### src/rtl/conv3d_pkg.sv
// Shared widths, the packed output word and the requantization helpers for the conv3d output packer.
package conv3d_pkg;

  localparam int CONV_IN_W       = 12;
  localparam int CONV_OUT_W      = 8;
  localparam int CONV_PACK       = 4;
  localparam int CONV_SHIFT      = 2;
  localparam int CONV_FIFO_DEPTH = 4;

  typedef struct packed {
    logic [CONV_PACK*CONV_OUT_W-1:0] data;
    logic [CONV_PACK-1:0]            keep;
    logic                            last;
  } word_t;

  localparam logic [CONV_IN_W:0] SAT_MAX = (CONV_IN_W+1)'((1 << CONV_OUT_W) - 1);

  // One extra bit keeps the rounding carry of a full-scale voxel.
  function automatic logic [CONV_IN_W:0] requant_raw(input logic [CONV_IN_W-1:0] voxel,
                                                     input int unsigned shift);
    logic [CONV_IN_W:0] rnd;
    rnd = '0;
    if (shift > 0) rnd = (CONV_IN_W+1)'(1) << (shift - 1);
    return ({1'b0, voxel} + rnd) >> shift;
  endfunction

  function automatic logic requant_is_sat(input logic [CONV_IN_W-1:0] voxel,
                                          input int unsigned shift);
    return requant_raw(voxel, shift) > SAT_MAX;
  endfunction

  function automatic logic [CONV_OUT_W-1:0] requant_sat(input logic [CONV_IN_W-1:0] voxel,
                                                        input int unsigned shift);
    logic [CONV_IN_W:0] raw;
    raw = requant_raw(voxel, shift);
    return (raw > SAT_MAX) ? '1 : raw[CONV_OUT_W-1:0];
  endfunction

endpackage

### src/rtl/conv3d_out_packer_if.sv
// Voxel stream in and packed-word ready/valid stream out; master is the packer side.
interface conv3d_out_packer_if #(
  parameter int IN_W  = conv3d_pkg::CONV_IN_W,
  parameter int OUT_W = conv3d_pkg::CONV_OUT_W,
  parameter int PACK  = conv3d_pkg::CONV_PACK
);
  logic [IN_W-1:0]       voxel_in;
  logic                  valid_in;
  logic                  last_in;
  logic [PACK*OUT_W-1:0] out_data;
  logic [PACK-1:0]       out_keep;
  logic                  out_last;
  logic                  out_valid;
  logic                  out_ready;

  modport master (
    input  voxel_in, valid_in, last_in, out_ready,
    output out_data, out_keep, out_last, out_valid
  );

  modport slave (
    output voxel_in, valid_in, last_in, out_ready,
    input  out_data, out_keep, out_last, out_valid
  );
endinterface

### src/rtl/conv3d_word_fifo.sv
// Word FIFO, registered write / combinational head; a push while full without a pop is dropped and flagged.
module conv3d_word_fifo
  import conv3d_pkg::*;
#(
  parameter int DEPTH = CONV_FIFO_DEPTH
) (
  input  logic  clk,
  input  logic  rst,
  input  logic  push,
  input  word_t push_word,
  input  logic  pop,
  output word_t head,
  output logic  empty,
  output logic  full,
  output logic  drop
);
  localparam int AW = $clog2(DEPTH);

  logic [AW:0] wr_ptr_q, wr_ptr_d, rd_ptr_q, rd_ptr_d;
  logic        push_ok, pop_ok;
  word_t       mem_q [DEPTH];

  always_comb begin
    empty    = (wr_ptr_q == rd_ptr_q);
    full     = (wr_ptr_q[AW] != rd_ptr_q[AW]) && (wr_ptr_q[AW-1:0] == rd_ptr_q[AW-1:0]);
    pop_ok   = pop && !empty;
    // A pop frees the slot this cycle, so a push into a full FIFO still lands.
    push_ok  = push && (!full || pop_ok);
    drop     = push && !push_ok;
    wr_ptr_d = wr_ptr_q + {{AW{1'b0}}, push_ok};
    rd_ptr_d = rd_ptr_q + {{AW{1'b0}}, pop_ok};
    head     = empty ? '0 : mem_q[rd_ptr_q[AW-1:0]];
  end

  always_ff @(posedge clk or posedge rst) begin
    if (rst) begin
      wr_ptr_q <= '0;
      rd_ptr_q <= '0;
    end else begin
      wr_ptr_q <= wr_ptr_d;
      rd_ptr_q <= rd_ptr_d;
    end
  end

  always_ff @(posedge clk) begin
    if (push_ok) mem_q[wr_ptr_q[AW-1:0]] <= push_word;
  end

endmodule

### src/rtl/conv3d_out_packer.sv
// Requantize, pack PACK voxels per word, buffer and emit on ready/valid; 2-cycle latency into an empty FIFO.
// No upstream backpressure: words arriving at a full FIFO are dropped (sticky overflow); CONV3D_PACK_SAT_CNT_EN adds sat_count.
module conv3d_out_packer
  import conv3d_pkg::*;
#(
  parameter int          IN_W       = CONV_IN_W,
  parameter int          OUT_W      = CONV_OUT_W,
  parameter int unsigned SHIFT      = CONV_SHIFT,
  parameter int          PACK       = CONV_PACK,
  parameter int          FIFO_DEPTH = CONV_FIFO_DEPTH
) (
  input  logic clk,
  input  logic rst,
  conv3d_out_packer_if.master bus,
  output logic done,
  output logic overflow
`ifdef CONV3D_PACK_SAT_CNT_EN
  ,
  output logic [15:0] sat_count
`endif
);
  // Word layout is fixed by word_t, so OUT_W/PACK/IN_W must match the package widths.
  localparam int LCW = $clog2(PACK);

  logic                  s1_vld_q, s1_vld_d, s1_last_q, s1_last_d, s1_sat_q, s1_sat_d;
  logic [OUT_W-1:0]      s1_dat_q, s1_dat_d;
  logic [LCW-1:0]        lane_cnt_q, lane_cnt_d;
  logic [PACK*OUT_W-1:0] data_q, data_d, word_data;
  logic [PACK-1:0]       keep_q, keep_d, word_keep;
  logic                  done_q, done_d, overflow_q, overflow_d;
  logic                  push, pop, empty, full, drop;
  word_t                 push_word, head;
`ifdef CONV3D_PACK_SAT_CNT_EN
  logic [15:0]           sat_cnt_q, sat_cnt_d, sat_base;
  logic                  after_last_q, after_last_d;
`endif

  always_comb begin
    s1_vld_d   = bus.valid_in;
    s1_dat_d   = s1_dat_q;
    s1_last_d  = s1_last_q;
    s1_sat_d   = s1_sat_q;
    if (bus.valid_in) begin
      s1_dat_d  = requant_sat(CONV_IN_W'(bus.voxel_in), SHIFT);
      s1_sat_d  = requant_is_sat(CONV_IN_W'(bus.voxel_in), SHIFT);
      s1_last_d = bus.last_in;
    end

    word_data = data_q;
    word_keep = keep_q;
    word_data[lane_cnt_q*OUT_W +: OUT_W] = s1_dat_q;
    word_keep[lane_cnt_q] = 1'b1;

    lane_cnt_d = lane_cnt_q;
    data_d     = data_q;
    keep_d     = keep_q;
    push       = 1'b0;
    push_word  = '0;
    if (s1_vld_q) begin
      if (lane_cnt_q == LCW'(PACK - 1) || s1_last_q) begin
        push       = 1'b1;
        push_word  = '{data: word_data, keep: word_keep, last: s1_last_q};
        lane_cnt_d = '0;
        data_d     = '0;
        keep_d     = '0;
      end else begin
        lane_cnt_d = lane_cnt_q + 1'b1;
        data_d     = word_data;
        keep_d     = word_keep;
      end
    end

    pop        = !empty && bus.out_ready;
    done_d     = pop && head.last;
    overflow_d = overflow_q | (drop & full);

`ifdef CONV3D_PACK_SAT_CNT_EN
    // The first voxel after a frame's last starts the count afresh.
    sat_base     = after_last_q ? 16'd0 : sat_cnt_q;
    sat_cnt_d    = sat_cnt_q;
    after_last_d = after_last_q;
    if (s1_vld_q) begin
      sat_cnt_d    = (s1_sat_q && sat_base != 16'hFFFF) ? sat_base + 16'd1 : sat_base;
      after_last_d = s1_last_q;
    end
`endif
  end

  always_ff @(posedge clk or posedge rst) begin
    if (rst) begin
      s1_vld_q     <= 1'b0;
      s1_dat_q     <= '0;
      s1_last_q    <= 1'b0;
      s1_sat_q     <= 1'b0;
      lane_cnt_q   <= '0;
      data_q       <= '0;
      keep_q       <= '0;
      done_q       <= 1'b0;
      overflow_q   <= 1'b0;
`ifdef CONV3D_PACK_SAT_CNT_EN
      sat_cnt_q    <= '0;
      after_last_q <= 1'b0;
`endif
    end else begin
      s1_vld_q     <= s1_vld_d;
      s1_dat_q     <= s1_dat_d;
      s1_last_q    <= s1_last_d;
      s1_sat_q     <= s1_sat_d;
      lane_cnt_q   <= lane_cnt_d;
      data_q       <= data_d;
      keep_q       <= keep_d;
      done_q       <= done_d;
      overflow_q   <= overflow_d;
`ifdef CONV3D_PACK_SAT_CNT_EN
      sat_cnt_q    <= sat_cnt_d;
      after_last_q <= after_last_d;
`endif
    end
  end

  conv3d_word_fifo #(.DEPTH(FIFO_DEPTH)) u_fifo (
    .clk       (clk),
    .rst       (rst),
    .push      (push),
    .push_word (push_word),
    .pop       (pop),
    .head      (head),
    .empty     (empty),
    .full      (full),
    .drop      (drop)
  );

  assign bus.out_data  = head.data;
  assign bus.out_keep  = head.keep;
  assign bus.out_last  = head.last;
  assign bus.out_valid = !empty;
  assign done          = done_q;
  assign overflow      = overflow_q;
`ifdef CONV3D_PACK_SAT_CNT_EN
  assign sat_count     = sat_cnt_q;
`endif

endmodule

### src/flat_wrapper.sv
// flat-port wrapper written by rule: the top's interface ports become plain ports
module conv3d_out_packer_flat import conv3d_pkg::*;
#(
  parameter int          IN_W       = CONV_IN_W,
  parameter int          OUT_W      = CONV_OUT_W,
  parameter int unsigned SHIFT      = CONV_SHIFT,
  parameter int          PACK       = CONV_PACK,
  parameter int          FIFO_DEPTH = CONV_FIFO_DEPTH
)
  (clk, rst, done, overflow, bus_voxel_in, bus_valid_in, bus_last_in, bus_out_ready, bus_out_data, bus_out_keep, bus_out_last, bus_out_valid);
  conv3d_out_packer_if #(.IN_W(IN_W), .OUT_W(OUT_W), .PACK(PACK)) bus_i ();
  input  logic clk;
  input  logic rst;
  output logic done;
  output logic overflow;
  input wire logic [$bits(bus_i.voxel_in)-1:0] bus_voxel_in;
  input wire logic [$bits(bus_i.valid_in)-1:0] bus_valid_in;
  input wire logic [$bits(bus_i.last_in)-1:0] bus_last_in;
  input wire logic [$bits(bus_i.out_ready)-1:0] bus_out_ready;
  output wire logic [$bits(bus_i.out_data)-1:0] bus_out_data;
  output wire logic [$bits(bus_i.out_keep)-1:0] bus_out_keep;
  output wire logic [$bits(bus_i.out_last)-1:0] bus_out_last;
  output wire logic [$bits(bus_i.out_valid)-1:0] bus_out_valid;
  assign bus_i.voxel_in = bus_voxel_in;
  assign bus_i.valid_in = bus_valid_in;
  assign bus_i.last_in = bus_last_in;
  assign bus_i.out_ready = bus_out_ready;
  assign bus_out_data = bus_i.out_data;
  assign bus_out_keep = bus_i.out_keep;
  assign bus_out_last = bus_i.out_last;
  assign bus_out_valid = bus_i.out_valid;
  conv3d_out_packer #(.IN_W(IN_W), .OUT_W(OUT_W), .SHIFT(SHIFT), .PACK(PACK), .FIFO_DEPTH(FIFO_DEPTH)) u_core (.clk(clk), .rst(rst), .bus(bus_i), .done(done), .overflow(overflow));
endmodule
### config.mk
export PLATFORM = sky130hd
export DESIGN_NAME = conv3d_out_packer_flat
export DESIGN_NICKNAME = d
export VERILOG_FILES = /design/src/rtl/conv3d_pkg.sv /design/src/rtl/conv3d_out_packer_if.sv /design/src/rtl/conv3d_word_fifo.sv /design/src/rtl/conv3d_out_packer.sv /design/src/flat_wrapper.sv
export SDC_FILE = /design/constraint.sdc
export NUM_CORES = 1
export LEC_CHECK = 0
export ABC_AREA = 1
export ABC_CLOCK_PERIOD_IN_PS = 5800
export CAP_MARGIN = 20
export CORE_ASPECT_RATIO = 1.75
export CORE_MARGIN = 4
export CORE_UTILIZATION = 58
export DETAILED_ROUTE_END_ITERATION = 10
export PLACE_DENSITY = 0.78
export SETUP_SLACK_MARGIN = 0.15
export SYNTH_ARGS = -nofsm -noshare
export SYNTH_HDL_FRONTEND = slang
export SYNTH_SLANG_ARGS = --single-unit
### constraint.sdc
create_clock -name clk -period 5.8 [get_ports clk]
set_clock_uncertainty 0.1 [all_clocks]
set_input_delay 0.87 -clock clk [delete_from_list [all_inputs] [get_ports clk]]
set_output_delay 0.87 -clock clk [all_outputs]
set_load 0.01 [all_outputs]
==> flow_summary.yaml, run 1 <==
status:
  outcome: "finished clean"
die:
  fp.dieH_um: 171
  rows: 59
  initial_core_util_pct: 59.1
  pin_count: 57
  dieArea_sq_mm: 0.0173
  core_sq_mm: 0.0149
  die_x_um: 101
clock_network:
  htreeDepth: 1
  numCtsBuffers: 18
  holdBufCountCts: 0
  cts_tree: "built"
  cts_root_buffer: "clkbuf_16"
  cts.sinks: 204
  cts_buffer_depth: 3
  cts_setup_buffers: 0
  path_clk_slew_ps: 70
  cts_resized: 0
  clock_latency_ps: 490
place:
  place_congestion: 0.840
  hpwl_um: 11700
  port_buffers: 55
  place_ws_ps: 2240
critical_path:
  required_ps: 4830
  reg2reg_depth: 5
  r2r-end: "u_core.u_fifo.mem_q[3][25]$_DFFE_PP_"
  endpoint_kind: "output pin"
  reg2reg_slack_ps: 2310
  worstSetupPathType: "reg2out"
  cp_max_fo: 37
  arrival_ps: 3130
  r2r_start: "u_core.s1_vld_q$_DFF_PP0_"
  startpoint_type: "flip-flop"
timing:
  min_period_ps: 4100
  rsz0062_at_grt: "false"
  maxSlewHeadroom_pct: 26.8
  fin_setup_tns_ps: 0
  period_share_pct: 70.6
  worst_pin_slew_ps: 1100
  hold_violations: 0
  setup_viol: 0
  slew_violations: 0
  max_freq_mhz: 244
  setup_slack_ps: 1700
logic_synthesis:
  synth_cell_types: 28
  syn_area_sq_mm: 0.00882
  ys_seq_area_share_pct: 66.3
  syn-num-nets: 873
  ys_ff_latch: 204
  ys_warn_count: 0
  netlist_instances: 845
  syn_area_per_cell_sq_um: 10.4
global_route:
  grt_use_met1_pct: 23.0
  use_met3_pct: 2.08
  globalRoute.totalOverflow: 0
  grt_start_max_net_pins: 77
  grt_pass1_wl_um: 29500
  grt_usage_pct: 21.9
  antenna_found_initial: 0
  gr-usage-met2_pct: 41.8
  grt_pass1_vias: 6215
  top_usage_layer: "met2"
detailed_routing:
  drcViolationCount: 0
  dr.pass1.iters: 5
  drtAntennaViolNets: 0
  drtIter0Drc: 519
  wl_per_cell_um: 17.2
  routed_via_density: 5.70
  wirelength_um: 18700
  vias: 6197
final_layout:
  area_delta_synth_final_pct: 14.3
  nNetsFinal: 920
  diodes: 0
  drive_gt1_share_pct: 5.53
min_path:
  hold_end: "u_core.overflow$_DFF_PP0_"
  holdPathStages: 1
  hold_class: "reg2reg"
  worstHoldStart: "u_core.overflow$_DFF_PP0_"
pwr:
  p_per_area_mw_per_mm2: 484
  power_leakage_nw: 4.08
  vdd_drop_max_mv: 0.326
job:
  max_cap_viol_count: 0
==> routing by layer <==
| metal | up-vias | share of wire, % | wire, um |
|---|---|---|---|
| li1 | 2956 | - | - |
| met1 | 2968 | 36 | 6760 |
| met3 | 49 | 4.5 | 835 |
| met2 | 224 | 56 | 10500 |
| met4 | 0 | 3.4 | 639 |
| met5 | - | 0 | 0 |
==> kinds of logic after synthesis <==
group	share of synthesized area (%)
AND/OR/NAND/NOR	11.8
buffers and inverters	7.70
adder cells (fa/ha/maj)	1.56
XOR/XNOR	0.397
flip-flops	66.3
AO/OA/AOI/OAI	12.2
==> power breakdown <==
group	total, mW	switching (mW)	internal [mW]
logic	1.95	1.14	0.805
registers	1.84	0.0855	1.75
clock network	1.09	0.488	0.604
==> flip-flops by register name (all words and copies together) (netlist names) <==
name,cells
u_core.u_fifo.mem_q,148
u_core.data_q,32
u_core.s1_dat_q,8
u_core.keep_q,4
u_core.u_fifo.rd_ptr_q,3
u_core.u_fifo.wr_ptr_q,3
u_core.lane_cnt_q,2
u_core.done,1
u_core.overflow,1
u_core.s1_last_q,1
u_core.s1_vld_q,1
==> cells in the final DEF, fill, tap and decap left out, drive strengths merged <==
cell             n
nand4            3
o22ai           82
xnor2            1
clkbuf          25
edfxtp         148
nor2           139
xor2             3
buf             14
nand3           13
clkinvlp         1
a22oi            8
o21ai           91
a21oi            8
ha              11
inv            127
nor3             5
o21bai           1
dfrtp           56
nand2          107
clkdlybuf4s50   55
clkinv           6
==> cell type report <==
cell class / instances / area (sq um)
fill: 1072 / 4830
clock inverter: 7 / 38.8
tap: 183 / 229
timing repair buffer: 69 / 676
sequential: 204 / 5850
clock buffer: 25 / 498
inverter: 127 / 477
multi-input combinational: 472 / 2310
==> cell usage after synthesis <==
master | instances | area share [%]
a22oi_1 | 8 | 0.68
inv_1 | 125 | 5.3
nor2_2 | 1 | 0.071
inv_2 | 2 | 0.085
xor2_1 | 3 | 0.30
nand4_1 | 3 | 0.21
o21ai_1 | 17 | 0.96
nand3_1 | 13 | 0.74
a21oi_1 | 7 | 0.40
nor3_2 | 1 | 0.11
buf_4 | 1 | 0.085
buf_6 | 3 | 0.38
clkbuf_1 | 19 | 0.81
ha_1 | 11 | 1.6
o21ai_0 | 74 | 4.2
xnor2_1 | 1 | 0.099
clkbuf_2 | 2 | 0.11
buf_1 | 4 | 0.17
dfrtp_1 | 56 | 16
o22ai_1 | 82 | 5.8
nor2_1 | 138 | 5.9
edfxtp_1 | 148 | 50
nand2_1 | 106 | 4.5
nand2_2 | 1 | 0.071
buf_2 | 13 | 0.74
o21bai_1 | 1 | 0.085
a21oi_2 | 1 | 0.099
nor3_1 | 4 | 0.23
==> worst max-delay path, cell delays in order (launching register included) <==
cell and delay, ps:
dfrtp_1 670, buf_4 410, nand2_1 90, nand2_1 80
a21oi_2 40, nand2_1 130, buf_4 380, nand2_1 130
inv_1 90, clkdlybuf4s50_1 580
==> through the flow <==
step / area [sq um] / hold WS [ps] / utilization (%) / power, mW / std cells
3_5_place_dp: 9520 / 370 / 63.8 / 3.82 / 1054
2_1_floorplan: 8820 / 348 / - / 3.00 / 845
5_1_grt: 10100 / 415 / 67.6 / 5.16 / 1087
3_3_place_gp: 9520 / 364 / 63.8 / 3.77 / 1054
4_1_cts: 10100 / 387 / 67.4 / 4.91 / 1086
6_report: 10100 / 382 / 67.6 / 4.88 / 1087
==> worst max-delay path by stage <==
stage | from | to | slack (ps) | cells past startpoint
detailed placement | u_core.u_fifo.rd_ptr_q[1]$_DFF_PP0_ | bus_out_data[10] | 2240 | 9
global placement | u_core.u_fifo.rd_ptr_q[1]$_DFF_PP0_ | bus_out_data[10] | 2280 | 9
global route | u_core.u_fifo.rd_ptr_q[1]$_DFF_PP0_ | bus_out_data[10] | 1520 | 9
finish | u_core.u_fifo.rd_ptr_q[1]$_DFF_PP0_ | bus_out_data[10] | 1700 | 9
floorplan | u_core.lane_cnt_q[0]$_DFFE_PP0P_ | u_core.u_fifo.mem_q[1][0]$_DFFE_PP_ | 1570 | 5
CTS | u_core.u_fifo.rd_ptr_q[1]$_DFF_PP0_ | bus_out_data[10] | 1680 | 9
Power figures use the tool's default switching activity.
==> run 2: changes to the inputs <==
--- a/config.mk
+++ b/config.mk
@@ -6,13 +6,13 @@
 export NUM_CORES = 1
 export LEC_CHECK = 0
 export ABC_AREA = 1
-export ABC_CLOCK_PERIOD_IN_PS = 5800
+export ABC_CLOCK_PERIOD_IN_PS = 3700
 export CAP_MARGIN = 20
 export CORE_ASPECT_RATIO = 1.75
 export CORE_MARGIN = 4
-export CORE_UTILIZATION = 58
+export CORE_UTILIZATION = 53
 export DETAILED_ROUTE_END_ITERATION = 10
-export PLACE_DENSITY = 0.78
+export PLACE_DENSITY = 0.75
 export SETUP_SLACK_MARGIN = 0.15
 export SYNTH_ARGS = -nofsm -noshare
 export SYNTH_HDL_FRONTEND = slang
==> constraint.sdc (replaced) <==
create_clock -name clk -period 3.7 [get_ports clk]
set_clock_uncertainty 0.1 [all_clocks]
set_input_delay 0.555 -clock clk [delete_from_list [all_inputs] [get_ports clk]]
set_output_delay 0.555 -clock clk [all_outputs]
set_load 0.01 [all_outputs]
==> flow_summary.yaml, run 2 (synthesized netlist as in run 1, its figures left out) <==
final_layout:
  multi_input_area_sq_mm: 0.00231
  nNetsFinal: 924
  drive_gt1_share_pct: 5.85
  final_cell_mix: "148 x edfxtp_1, 138 x nor2_1, 124 x inv_1, 106 x nand2_1, 82 x o22ai_1"
  largest_register_ffs: 148
  seq_area_sq_mm: 0.00585
  fin_util_pct: 62.0
  diodes: 0
  fillers: 1267
  area_delta_synth_final_pct: 15.1
  final_common_cell: "edfxtp_1"
timing:
  setup_slack_ps: 524
  period_share_pct: 85.8
  hold_violations: 0
  max_freq_mhz: 315
  maxSlewHeadroom_pct: 29.8
  worst_pin_slew_ps: 1050
  fin_hold_ws_ps: 377
  setup_viol: 0
  slew_violations: 0
  rsz0062_at_grt: "false"
  min_period_ps: 3180
critical_path:
  arrival_ps: 2520
  cp_max_fo: 39
  crit_chain: "buf_4 -> nand2_1 -> nand2_1 -> a21oi_2 -> nand2_1 -> buf_4 -> nand2_1 -> inv_1 -> clkdlybuf4s50_1"
  startpoint_type: "flip-flop"
  reg2reg_depth: 8
  endpoint_kind: "output pin"
  crit_top_cell: "nand2_1"
  reg2reg_slack_ps: 1240
  worstSetupPathType: "reg2out"
  required_ps: 3040
  cpPeakStageDelay_ps: 530
  slowest_stage: "clkdlybuf4s50_1"
clock_network:
  cts_buffer_depth: 3
  cts_root_buffer: "clkbuf_16"
  path_clk_slew_ps: 70
  cts_setup_buffers: 0
  holdBufCountCts: 0
  cts_tree: "built"
  clock_latency_ps: 470
  cts_resized: 0
  numCtsBuffers: 17
  htreeDepth: 1
  cts.sinks: 204
global_route:
  grt_pass1_vias: 6073
  grt_start_max_net_pins: 40
  use_met3_pct: 2.23
  globalRoute.totalOverflow: 0
  gr-usage-met2_pct: 37.5
  grt_use_met1_pct: 21.9
  grt_pass1_wl_um: 29500
  grt_usage_pct: 19.7
  top_usage_layer: "met2"
  antenna_found_initial: 0
place:
  port_buffers: 55
  place_congestion: 0.928
  place_ws_ps: 978
  hpwl_um: 11900
detailed_routing:
  wl_per_cell_um: 16.3
  drtAntennaViolNets: 0
  vias: 6110
  drcViolationCount: 0
  drtIter0Drc: 451
  dr.pass1.iters: 5
  wirelength_um: 18500
  routed_via_density: 5.41
die:
  fp.dieH_um: 179
  die_x_um: 106
  rows: 62
  pin_count: 57
  core_sq_mm: 0.0164
  dieArea_sq_mm: 0.0189
  initial_core_util_pct: 53.9
min_path:
  holdPathStages: 1
  hold_class: "reg2reg"
pwr:
  power_leakage_nw: 4.09
  vdd_drop_max_mv: 0.376
  p_per_area_mw_per_mm2: 752
status:
  outcome: "finished clean"
job:
  max_cap_viol_count: 0
run 2: changes by cell type in the layout (fill, tap and decap cells not counted), sizes merged:
cell / previous run / this run
clkbuf: 25 / 20
bufinv: 0 / 1
buf: 14 / 19
clkinvlp: 1 / 0
clkinv: 6 / 8
run 2: critical path, delay by kind of cell (launching register included):
family	cells	cell delay (ps)
AOI/OAI and AO/OA	1	40
buffers and inverters	4	1260
DFF	1	350
and+or+nand+nor	4	390
run 2: where the power goes:
| group | switching, mW | internal [mW] | total, mW |
|---|---|---|---|
| registers | 0.102 | 2.74 | 2.84 |
| clock network | 0.741 | 0.930 | 1.67 |
| logic | 1.81 | 1.30 | 3.11 |
| total | 2.65 | 4.98 | 7.63 |
run 2: stage by stage:
step | std cells | TNS (ps) | total power [mW] | instance area [sq um]
floorplan | 845 | -77880 | 4.71 | 8820
global placement | 1101 | 0 | 5.98 | 9640
detailed placement | 1101 | 0 | 6.04 | 9640
CTS | 1130 | 0 | 7.70 | 10100
global route | 1130 | 0 | 8.11 | 10100
finish | 1130 | 0 | 7.63 | 10100
run 2: layout make-up:
class / instances / area share (%)
Sequential cell: 204 / 57.6
Multi-Input combinational cell: 472 / 22.8
Timing Repair Buffer: 74 / 7.08
Inverter: 127 / 4.70
Clock buffer: 20 / 4.40
Tap cell: 224 / 2.76
Clock inverter: 9 / 0.629
run 2: per-layer routing:
layer	up-vias	share of wire [%]	wire (um)
li1	2951	-	-
met2	163	55	10100
met3	44	4.1	750
met1	2952	38	6970
met4	0	3.6	661
met5	-	0	0
run 2: path summary, 6_finish.rpt:
path,startpoint,to
max,u_core.u_fifo.rd_ptr_q[1]$_DFF_PP0_,bus_out_data[6]
max reg2reg,u_core.lane_cnt_q[0]$_DFFE_PP0P_,u_core.u_fifo.mem_q[0][18]$_DFFE_PP_
min in group asynchronous,rst,u_core.overflow$_DFF_PP0_
min reg2reg,u_core.overflow$_DFF_PP0_,u_core.overflow$_DFF_PP0_
max in group asynchronous,rst,u_core.data_q[19]$_DFFE_PP0P_
min,u_core.overflow$_DFF_PP0_,u_core.overflow$_DFF_PP0_
==> run 3: changes to the inputs <==
==> constraint.sdc (replaced) <==
create_clock -name clk -period 3.7 [get_ports clk]
set_clock_uncertainty 0.1 [all_clocks]
set_input_delay 0.37 -clock clk [delete_from_list [all_inputs] [get_ports clk]]
set_output_delay 0.37 -clock clk [all_outputs]
set_load 0.01 [all_outputs]
==> flow_summary.yaml, run 3 (synthesized netlist as in run 1, its figures left out) <==
clock_network:
  numCtsBuffers: 17
  cts_setup_buffers: 0
  holdBufCountCts: 0
  cts_root_buffer: "clkbuf_16"
  htreeDepth: 1
  cts_resized: 0
  cts_tree: "built"
  cts.sinks: 204
  cts_buffer_depth: 3
  path_clk_slew_ps: 60
  clock_latency_ps: 470
global_route:
  grt_usage_pct: 19.3
  grt_pass1_wl_um: 29100
  grt_pass1_vias: 5937
  globalRoute.totalOverflow: 0
  antenna_found_initial: 0
  grt_start_max_net_pins: 53
detailed_routing:
  dr.pass1.iters: 5
  routed_via_density: 5.36
  drtAntennaViolNets: 0
  drtIter0Drc: 423
  wl_per_cell_um: 16.1
  wirelength_um: 18100
  vias: 6057
  drcViolationCount: 0
die:
  die_x_um: 106
  pin_count: 57
  fp.dieH_um: 179
  core_sq_mm: 0.0164
  dieArea_sq_mm: 0.0189
  initial_core_util_pct: 53.9
  rows: 62
final_layout:
  fin_util_pct: 62.1
  diodes: 0
  largest_register_ffs: 148
  final_common_cell: "edfxtp_1"
  multi_input_area_sq_mm: 0.00231
  area_delta_synth_final_pct: 15.2
  fillers: 1298
  seq_area_sq_mm: 0.00585
  final_cell_mix: "148 x edfxtp_1, 138 x nor2_1, 124 x inv_1, 106 x nand2_1, 82 x o22ai_1"
  stdcell_area_sq_mm: 0.0102
  drive_gt1_share_pct: 5.86
  nNetsFinal: 923
critical_path:
  startpoint_type: "flip-flop"
  cp_max_fo: 39
  slowest_stage: "clkdlybuf4s50_1"
  arrival_ps: 2550
  crit_top_cell: "nand2_1"
  crit_chain: "buf_4 -> nand2_1 -> nand2_1 -> a21oi_2 -> nand2_1 -> buf_4 -> nand2_1 -> inv_1 -> clkdlybuf4s50_1"
  cpPeakStageDelay_ps: 540
  worstSetupPathType: "reg2out"
  endpoint_kind: "output pin"
  required_ps: 3230
timing:
  period_share_pct: 81.5
  rsz0062_at_grt: "false"
  fin_setup_tns_ps: 0
  hold_violations: 0
  maxSlewHeadroom_pct: 30.4
  setup_slack_ps: 684
  setup_viol: 0
  worst_pin_slew_ps: 1040
  slew_violations: 0
  min_period_ps: 3020
  max_freq_mhz: 332
status:
  outcome: "finished clean"
job:
  max_cap_viol_count: 0
pwr:
  power_leakage_nw: 4.09
  vdd_drop_max_mv: 0.515
  p_per_area_mw_per_mm2: 753
min_path:
  hold_class: "in2async"
place:
  place_area_sq_mm: 0.00963
  place_ws_ps: 1160
  hpwl_um: 11600
  port_buffers: 55
  place_congestion: 0.910
-- run 3: cell count changes in the layout (fill, tap and decap cells not counted), sizes merged --
| cell | previous run | this run |
|---|---|---|
| clkinvlp | 0 | 1 |
| clkinv | 8 | 5 |
| buf | 19 | 18 |
| clkbuf | 20 | 22 |
-- run 3: power by group --
group	leakage, nW	switching (mW)	internal, mW
Sequential	2.15	0.102	2.74
Clock	0.258	0.743	0.971
Combinational	1.69	1.80	1.30
-- run 3: layout make-up --
class	count	area share (%)
inverter	127	4.69
clock buffer	22	4.67
clock inverter	7	0.566
sequential	204	57.5
multi-input combinational	472	22.8
tap	224	2.76
timing repair buffer	73	6.99
-- run 3: routing by layer --
| metal | up-vias | part of all wire [%] | track usage (%) |
|---|---|---|---|
| met5 | - | 0 | 0 |
| met4 | 0 | 2.8 | 6.86 |
| met3 | 41 | 3.9 | 2.16 |
| met2 | 156 | 55 | 37.4 |
| met1 | 2907 | 38 | 21.7 |
| li1 | 2953 | - | - |
-- run 3: worst max-delay path: cells and delay by family (launching register included) --
kind / cells / cell delay, ps
and+or+nand+nor: 4 / 390
AOI/OAI and AO/OA: 1 / 40
DFF: 1 / 350
buffers and inverters: 4 / 1280
-- run 3: stage by stage --
step / std cells / power, mW / hold slack, ps
6_report: 1129 / 7.66 / 198
3_5_place_dp: 1100 / 6.02 / 371
2_1_floorplan: 845 / 4.71 / 301
3_3_place_gp: 1100 / 5.97 / 359
5_1_grt: 1129 / 8.14 / 254
4_1_cts: 1129 / 7.71 / 214
-- run 3: final timing paths --
| kind | depth (start not counted) | startpoint | slack (ps) | end |
|---|---|---|---|---|
| min in group clk | 3 | bus_last_in | 330 | u_core.s1_last_q$_DFFE_PP0P_ |
| max reg2reg | 8 | u_core.lane_cnt_q[0]$_DFFE_PP0P_ | 1230 | u_core.u_fifo.mem_q[0][22]$_DFFE_PP_ |
| max | 9 | u_core.u_fifo.rd_ptr_q[1]$_DFF_PP0_ | 680 | bus_out_data[6] |
| min | 2 | rst | 200 | u_core.overflow$_DFF_PP0_ |
| min reg2reg | 1 | u_core.overflow$_DFF_PP0_ | 380 | u_core.overflow$_DFF_PP0_ |
| max in group asynchronous | 3 | rst | 2650 | u_core.data_q[2]$_DFFE_PP0P_ |
